### config.mk
export PLATFORM = sky130hd
export DESIGN_NAME = nested_struct_dispatch_flat
export DESIGN_NICKNAME = d
export VERILOG_FILES = /design/src/rtl/nested_struct_dispatch_if.sv /design/src/rtl/nested_struct_dispatch.sv /design/src/flat_wrapper.sv
export SDC_FILE = /design/constraint.sdc
export NUM_CORES = 1
export LEC_CHECK = 0
export BUFFER_PORTS_ARGS = -buffer_cell sky130_fd_sc_hd__buf_2
export CORE_AREA = 2 2 160 147
export DETAILED_ROUTE_END_ITERATION = 10
export DIE_AREA = 0 0 162 149
export GPL_TIMING_DRIVEN = 1
export PLACE_DENSITY_LB_ADDON = 0.1
export SYNTH_ARGS = -nofsm -noshare
export SYNTH_HDL_FRONTEND = slang
export SYNTH_SLANG_ARGS = --single-unit
### constraint.sdc
create_clock -name clk -period 10.3 [get_ports clk]
set_clock_uncertainty 0.2 [all_clocks]
set_input_delay 2.06 -clock clk [delete_from_list [all_inputs] [get_ports clk]]
set_output_delay 2.06 -clock clk [all_outputs]
set_load 0.05 [all_outputs]
### src/rtl/nested_struct_dispatch_if.sv
// rtl/nested_struct_dispatch_if.sv - record stream and debug bus for nested_struct_dispatch
//   master: drives in_data/in_strobe/out_ready, observes head fields and debug state
//   slave : the dispatcher side of the same signals
interface nested_struct_dispatch_if #(
  parameter int DEPTH  = 4,
  parameter int DROP_W = 8
);
  localparam int LW = $clog2(DEPTH) + 1;

  logic [61:0]       in_data;
  logic              in_strobe;
  logic              out_valid;
  logic              out_ready;
  logic [7:0]        out_addr;
  logic [31:0]       out_data;
  logic [15:0]       out_id;
  logic [3:0]        out_cmd;
  logic              out_flag;
  logic [LW-1:0]     level;
  logic [DROP_W-1:0] drop_count;
  logic              seq_err;

  modport master (
    output in_data, in_strobe, out_ready,
    input  out_valid, out_addr, out_data, out_id, out_cmd, out_flag,
    input  level, drop_count, seq_err
  );

  modport slave (
    input  in_data, in_strobe, out_ready,
    output out_valid, out_addr, out_data, out_id, out_cmd, out_flag,
    output level, drop_count, seq_err
  );
endinterface

### src/rtl/nested_struct_dispatch.sv
// rtl/nested_struct_dispatch.sv - filters, buffers and unpacks flattened nested-struct records
//   clk, rst     : single clock, synchronous active-high reset
//   bus (slave)  : in_data/in_strobe record input, out_* head fields with out_valid/out_ready,
//                  level occupancy, saturating drop_count, sticky seq_err
module nested_struct_dispatch #(
  parameter int DEPTH  = 4,
  parameter int DROP_W = 8
) (
  input logic                   clk,
  input logic                   rst,
  nested_struct_dispatch_if.slave bus
);
  localparam int AW = $clog2(DEPTH);
  localparam int LW = AW + 1;

  // base.valid is always 1 for stored records, so only [61:1] is kept.
  logic [61:1]       mem_q [DEPTH];
  logic [AW-1:0]     wr_ptr_q, wr_ptr_d;
  logic [AW-1:0]     rd_ptr_q, rd_ptr_d;
  logic [LW-1:0]     level_q, level_d;
  logic [DROP_W-1:0] drop_count_q, drop_count_d;
  logic              seq_err_q, seq_err_d;
  logic              seen_q, seen_d;
  logic [15:0]       exp_id_q, exp_id_d;

  logic        candidate, full, not_empty, pop, push, drop;
  logic [15:0] in_id;
  logic [61:1] head;

  assign in_id     = bus.in_data[56:41];
  assign candidate = bus.in_strobe & bus.in_data[0];
  assign not_empty = (level_q != '0);
  assign full      = (level_q == LW'(DEPTH));
  assign pop       = not_empty & bus.out_ready;
  // A pop in the same cycle frees the slot, so a full FIFO can still accept.
  assign push      = candidate & (~full | pop);
  assign drop      = candidate & full & ~pop;

  always_comb begin
    wr_ptr_d     = wr_ptr_q;
    rd_ptr_d     = rd_ptr_q;
    level_d      = level_q;
    drop_count_d = drop_count_q;
    seq_err_d    = seq_err_q;
    seen_d       = seen_q;
    exp_id_d     = exp_id_q;

    if (push) wr_ptr_d = wr_ptr_q + AW'(1);
    if (pop)  rd_ptr_d = rd_ptr_q + AW'(1);

    case ({push, pop})
      2'b10:   level_d = level_q + LW'(1);
      2'b01:   level_d = level_q - LW'(1);
      default: level_d = level_q;
    endcase

    if (drop && (drop_count_q != {DROP_W{1'b1}})) drop_count_d = drop_count_q + DROP_W'(1);

    // The first accepted record only seeds the expectation.
    if (push) begin
      if (seen_q && (in_id != exp_id_q)) seq_err_d = 1'b1;
      seen_d   = 1'b1;
      exp_id_d = in_id + 16'd1;
    end
  end

  always_ff @(posedge clk) begin
    if (rst) begin
      wr_ptr_q     <= '0;
      rd_ptr_q     <= '0;
      level_q      <= '0;
      drop_count_q <= '0;
      seq_err_q    <= 1'b0;
      seen_q       <= 1'b0;
      exp_id_q     <= '0;
    end else begin
      wr_ptr_q     <= wr_ptr_d;
      rd_ptr_q     <= rd_ptr_d;
      level_q      <= level_d;
      drop_count_q <= drop_count_d;
      seq_err_q    <= seq_err_d;
      seen_q       <= seen_d;
      exp_id_q     <= exp_id_d;
    end
  end

  always_ff @(posedge clk) begin
    if (!rst && push) mem_q[wr_ptr_q] <= bus.in_data[61:1];
  end

  // Head fields come straight from storage at the registered read pointer; forced to 0 when empty.
  assign head           = not_empty ? mem_q[rd_ptr_q] : '0;
  assign bus.out_valid  = not_empty;
  assign bus.out_flag   = head[61];
  assign bus.out_cmd    = head[60:57];
  assign bus.out_id     = head[56:41];
  assign bus.out_addr   = head[40:33];
  assign bus.out_data   = head[32:1];
  assign bus.level      = level_q;
  assign bus.drop_count = drop_count_q;
  assign bus.seq_err    = seq_err_q;
endmodule

### src/flat_wrapper.sv
// flat-port wrapper written by rule: the top's interface ports become plain ports
module nested_struct_dispatch_flat 
#(
  parameter int DEPTH  = 4,
  parameter int DROP_W = 8
)
  (clk, rst, bus_in_data, bus_in_strobe, bus_out_ready, bus_out_valid, bus_out_addr, bus_out_data, bus_out_id, bus_out_cmd, bus_out_flag, bus_level, bus_drop_count, bus_seq_err);
  nested_struct_dispatch_if #(.DEPTH(DEPTH), .DROP_W(DROP_W)) bus_i ();
  input logic clk;
  input logic rst;
  input wire logic [$bits(bus_i.in_data)-1:0] bus_in_data;
  input wire logic [$bits(bus_i.in_strobe)-1:0] bus_in_strobe;
  input wire logic [$bits(bus_i.out_ready)-1:0] bus_out_ready;
  output wire logic [$bits(bus_i.out_valid)-1:0] bus_out_valid;
  output wire logic [$bits(bus_i.out_addr)-1:0] bus_out_addr;
  output wire logic [$bits(bus_i.out_data)-1:0] bus_out_data;
  output wire logic [$bits(bus_i.out_id)-1:0] bus_out_id;
  output wire logic [$bits(bus_i.out_cmd)-1:0] bus_out_cmd;
  output wire logic [$bits(bus_i.out_flag)-1:0] bus_out_flag;
  output wire logic [$bits(bus_i.level)-1:0] bus_level;
  output wire logic [$bits(bus_i.drop_count)-1:0] bus_drop_count;
  output wire logic [$bits(bus_i.seq_err)-1:0] bus_seq_err;
  assign bus_i.in_data = bus_in_data;
  assign bus_i.in_strobe = bus_in_strobe;
  assign bus_i.out_ready = bus_out_ready;
  assign bus_out_valid = bus_i.out_valid;
  assign bus_out_addr = bus_i.out_addr;
  assign bus_out_data = bus_i.out_data;
  assign bus_out_id = bus_i.out_id;
  assign bus_out_cmd = bus_i.out_cmd;
  assign bus_out_flag = bus_i.out_flag;
  assign bus_level = bus_i.level;
  assign bus_drop_count = bus_i.drop_count;
  assign bus_seq_err = bus_i.seq_err;
  nested_struct_dispatch #(.DEPTH(DEPTH), .DROP_W(DROP_W)) u_core (.clk(clk), .rst(rst), .bus(bus_i));
endmodule
After elaboration in Yosys (flattened, before gate mapping) --
Memory sizes are Yosys's and may differ from the RTL's. A register that Yosys moved wholly into a read port is not among the register bits. Cells that the tools add are included.
Storage, ports and cells: logic and storage cells 40, memories 1, input bits 66, bits in writable memories 244, flip-flop bits (word level) 33
Operators by class: eq/ne operators 5, bitwise logic cells 8, add/sub/neg operators 6, mux-type cells 6, reductions and logical operators 7
Memories:
- u_core.mem_q | words 4, bits a word 61, read ports 1, clocked after memory_dff 1, write ports 1, line nested_struct_dispatch.sv:17 | logic [61:1] mem_q [DEPTH];
Operator list (count):
- 61-bit two-way mux | 1
- 16-bit by 1-bit adder with 16-bit output, second input constant | 1
- 16-bit inequality test | 1
- 8-bit by 1-bit adder with 8-bit output, second input constant | 1
- 8-bit inequality test, second input constant | 1
- 3-bit one-hot mux with 2 select lines | 1
- 1-bit bitwise AND | 5
- 2-bit by 1-bit adder with 2-bit output, second input constant | 2
- 2-bit two-way mux | 2
- 3-bit by 1-bit adder with 3-bit output, second input constant | 1
- 3-bit equality test, second input constant | 1
- 1-bit logical AND | 3
- 3-bit nonzero test | 1
- 3-bit by 1-bit subtractor with 3-bit output, second input constant | 1
- 2-bit by 1-bit equality test with 1-bit output, second input constant | 1
- 2-bit equality test, second input constant | 1
- 1-bit two-way mux | 2
- 1-bit inverter | 2
- 2-bit AND reduction | 1
- 2-bit nonzero test | 1
- 1-bit zero test | 1
- 1-bit OR | 1

Depth between registers and ports, before layout --
word-level depth 7, mapped depth 7, mapped depth without buffers 7

Least setup slack after synthesis --
OpenSTA, ideal clock, no wires.
path type input-to-reg, from in bus_in_strobe, to mem u_core.mem_q[2][0] (netlist name) (enable), stages 4, setup time 0.426 ns, path buffers 1, slack 5.520 ns, data arrival time 4.154 ns, cell sequence nand2_1 > nor2_1 > clkbuf_1 > and3_1
Between the ends: cells in the longest elaborated chain, start to end 5
RTL lines:
- start, declared | line flat_wrapper.sv:12 | input wire logic [$bits(bus_i.in_strobe)-1:0] bus_in_strobe;
- 1-bit bitwise AND | line nested_struct_dispatch.sv:31 | assign candidate = bus.in_strobe & bus.in_data[0];
- 1-bit bitwise AND | line nested_struct_dispatch.sv:36 | assign push = candidate & (~full | pop);
- 1-bit logical AND | line nested_struct_dispatch.sv:88 | if (!rst && push) mem_q[wr_ptr_q] <= bus.in_data[61:1];
- 1-bit two-way mux | line nested_struct_dispatch.sv:88
- 1-bit two-way mux (not written as such) | line nested_struct_dispatch.sv:88
- end, declared | line nested_struct_dispatch.sv:17
Every way passes these cells.

==> impl_metrics.toml <==
[synthesis]
synth-edff-count = 244
synthArstFlopShare = 0
yosysWarnings = 0
synth_top_area_share = 0.662
yosysSeqAreaShare = 0.725
synth_seq_cells = 279
netlist_area_um2 = 11100
synth_nets = 680
synth_common_cells = "edfxtp_1 (244), and2_1 (61), mux4_2 (61), dfxtp_1 (35), nor2_1 (32)"
yosys-top-cells-area = "edfxtp_1 (66%), mux4_2 (12%), dfxtp_1 (6.3%), and2_1 (3.4%), xnor2_1 (2.4%)"
yosys_most_used_dff = "edfxtp_1"
ys_types = 39
yosysMostFrequentCell = "edfxtp_1"
yosys.area.top_type = "edfxtp_1"
syn-instance-count = 607
avgSynthCellArea_um2 = 18.2

[placed_design]
post-place-ws_ns = 5.56
dpl.hpwl_um = 11900
dp_cells = 1019
port_buffers = 139
finalWeightedCongestion = 0.751

[grt]
grt_max_degree = 64
antenna_found_initial = 3
grtUsageTotal = 0.178
grt_pass1_vias = 6122
grt_pass1_wl_um = 33300
gr-total-overflow = 0

[layout]
nNetsFinal = 821
n_fill_cell = 1811
syn_to_final_growth_pct = 16.6
multi_input_area_um2 = 2890
drive_gt1_frac = 0.326
regArea_um2 = 8040
instances_no_fill = 1071

[worst_hold_path]
worstHoldStart = "u_core.bus.seq_err"
hold_path.class = "flip-flop to flip-flop"

[power]
p_sw_w = 0.000886
p_comb_frac = 0.231
irDropWorstVdd_mv = 0.117
clkPwrFrac = 0.325
intPower_w = 0.00201
swShare = 0.306
p_leak_nw = 4.37
power_density_nw_per_um2 = 224
seqPwrFrac = 0.444

[drt]
first_pass_iters = 4
drc_errors = 0
drt_wl_total_um = 21200
detail-route-antenna-nets = 0
viasPerCell = 5.45
drtIter0Drc = 374
avgRoutedWirePerCell_um = 19.7
num_vias = 5837

[flow_run]
maxCapViolCount = 0

[critical_path]
arrival_ns = 2.94
worstReg2RegStart = "u_core.bus.level[1]"
critPathLaunchType = "flip-flop"
critPathKind = "flip-flop to output port"
required_ns = 8.04
end_kind = "output port"
crit_path_max_fanout = 48

[clock_tree]
cts.sinks = 279
cts_root_buffer = "clkbuf_16"
clk_latency_ns = 0.53
cts_tree = "yes"
clk_path_buf_depth = 3
cts_resized = 0
post_cts_buffers = 0
htree_levels = 1
clkTransAtPathRegs_ns = 0.06
ctsHoldBuffers = 0
numCtsBuffers = 29

[die]
io-pin-count = 140
placementRows = 53
core_area_um2 = 22700
die_w_um = 162
die_area_um2 = 24100
die_h_um = 149
start_util = 0.488

[sta]
worst_pin_slew_ns = 1.13
final.period_utilization = 0.505
slew_viol_final = 0
period_needed_ns = 5.20
tns_ns = 0
whs_ns = 0.261
hold_violations = 0
finalSetupViolations = 0
fmax_mhz = 192
rsz0062_at_grt = "false"
worst_slack_ns = 5.10
max_slew_margin = 0.249

[run_status]
status = "complete, no violations"
==> worst max-delay path, cell delays in order, from the launching register on <==
cell and delay (ns):
dfxtp_4 0.52, buf_4 0.82, mux4_2 0.61, and2_1 0.18
buf_2 0.22
==> power by group through the flow <==
| stage | clock network [W] | logic, W | registers [W] |
|---|---|---|---|
| after detailed placement | 0 | 0.000679 | 0.00131 |
| final | 0.000943 | 0.000669 | 0.00129 |
| after global placement | 0 | 0.000675 | 0.00131 |
| after global routing | 0.00101 | 0.000713 | 0.00129 |
| after CTS | 0.000964 | 0.000680 | 0.00129 |
| after floorplan | 0 | 0.000528 | 0.00130 |
==> metrics by stage <==
step,power [W],util,cell area (um^2)
6_report,0.00290,0.570,12900
2_1_floorplan,0.00183,-,11100
3_5_place_dp,0.00199,0.532,12100
4_1_cts,0.00293,0.570,12900
5_1_grt,0.00301,0.570,12900
3_3_place_gp,0.00199,0.532,12100
==> sequential cells by signal, indices dropped and copies added, names as in the netlist, named ones only <==
signal,cells
u_core.bus.drop_count,8
u_core.bus.seq_err,1
u_core.rd_ptr_q,2
u_core.mem_q,244
u_core.bus.level,3
u_core.seen_q,1
u_core.exp_id_q,16
u_core.wr_ptr_q,2
==> per-layer routing <==
metal / routed length, um / vias to the layer above / track usage / part of all wire
li1: - / 2661 / - / -
met1: 9250 / 3009 / 0.241 / 0.44
met2: 10500 / 134 / 0.301 / 0.50
met3: 1070 / 29 / 0.0389 / 0.050
met4: 339 / 4 / 0.0363 / 0.016
met5: 21 / - / 0 / 0.00099
==> worst paths after layout <==
kind | end | slack, ns | depth (start not counted)
worst max-delay path | bus_out_id[15] | 5.10 | 4
worst max register to register | u_core.mem_q[1][6] | 7.64 | 4
worst min-delay path | u_core.bus.seq_err | 0.26 | 1
worst min register to register | u_core.bus.seq_err | 0.26 | 1
==> cells by family after synthesis <==
| family | after synthesis | synth area share |
|---|---|---|
| and+or+nand+nor | 143 | 0.0730 |
| DFF | 279 | 0.725 |
| adders and majority gates | 7 | 0.00859 |
| muxes | 65 | 0.128 |
| buffers and inverters | 43 | 0.0160 |
| AOI/OAI and AO/OA | 36 | 0.0229 |
| xor gates and xnor gates | 34 | 0.0269 |
==> cells in the final DEF, fill, tap and decap left out, drive strengths merged, types with 4 or more instances in the layout <==
cell      n
dfxtp    35
a21oi     7
o31ai     5
nand2     6
buf     141
or4       4
nor4      6
a211oi   15
nor3      4
mux4     61
ha        6
and3      4
edfxtp  244
clkbuf   41
xnor2    30
clkinv    8
or3       4
nand3    10
inv      13
xor2      4
nor2     32
nand4     8
and2     62
==> area by class of cell <==
type | instances | area share
Tap cell | 302 | 0.0292
Timing Repair Buffer | 141 | 0.0550
Inverter | 12 | 0.00349
Clock inverter | 10 | 0.00571
Multi-Input combinational cell | 285 | 0.224
Clock buffer | 41 | 0.0604
Antenna cell | 1 | 0.000194
Sequential cell | 279 | 0.622
(Power assumes the default switching activity.)
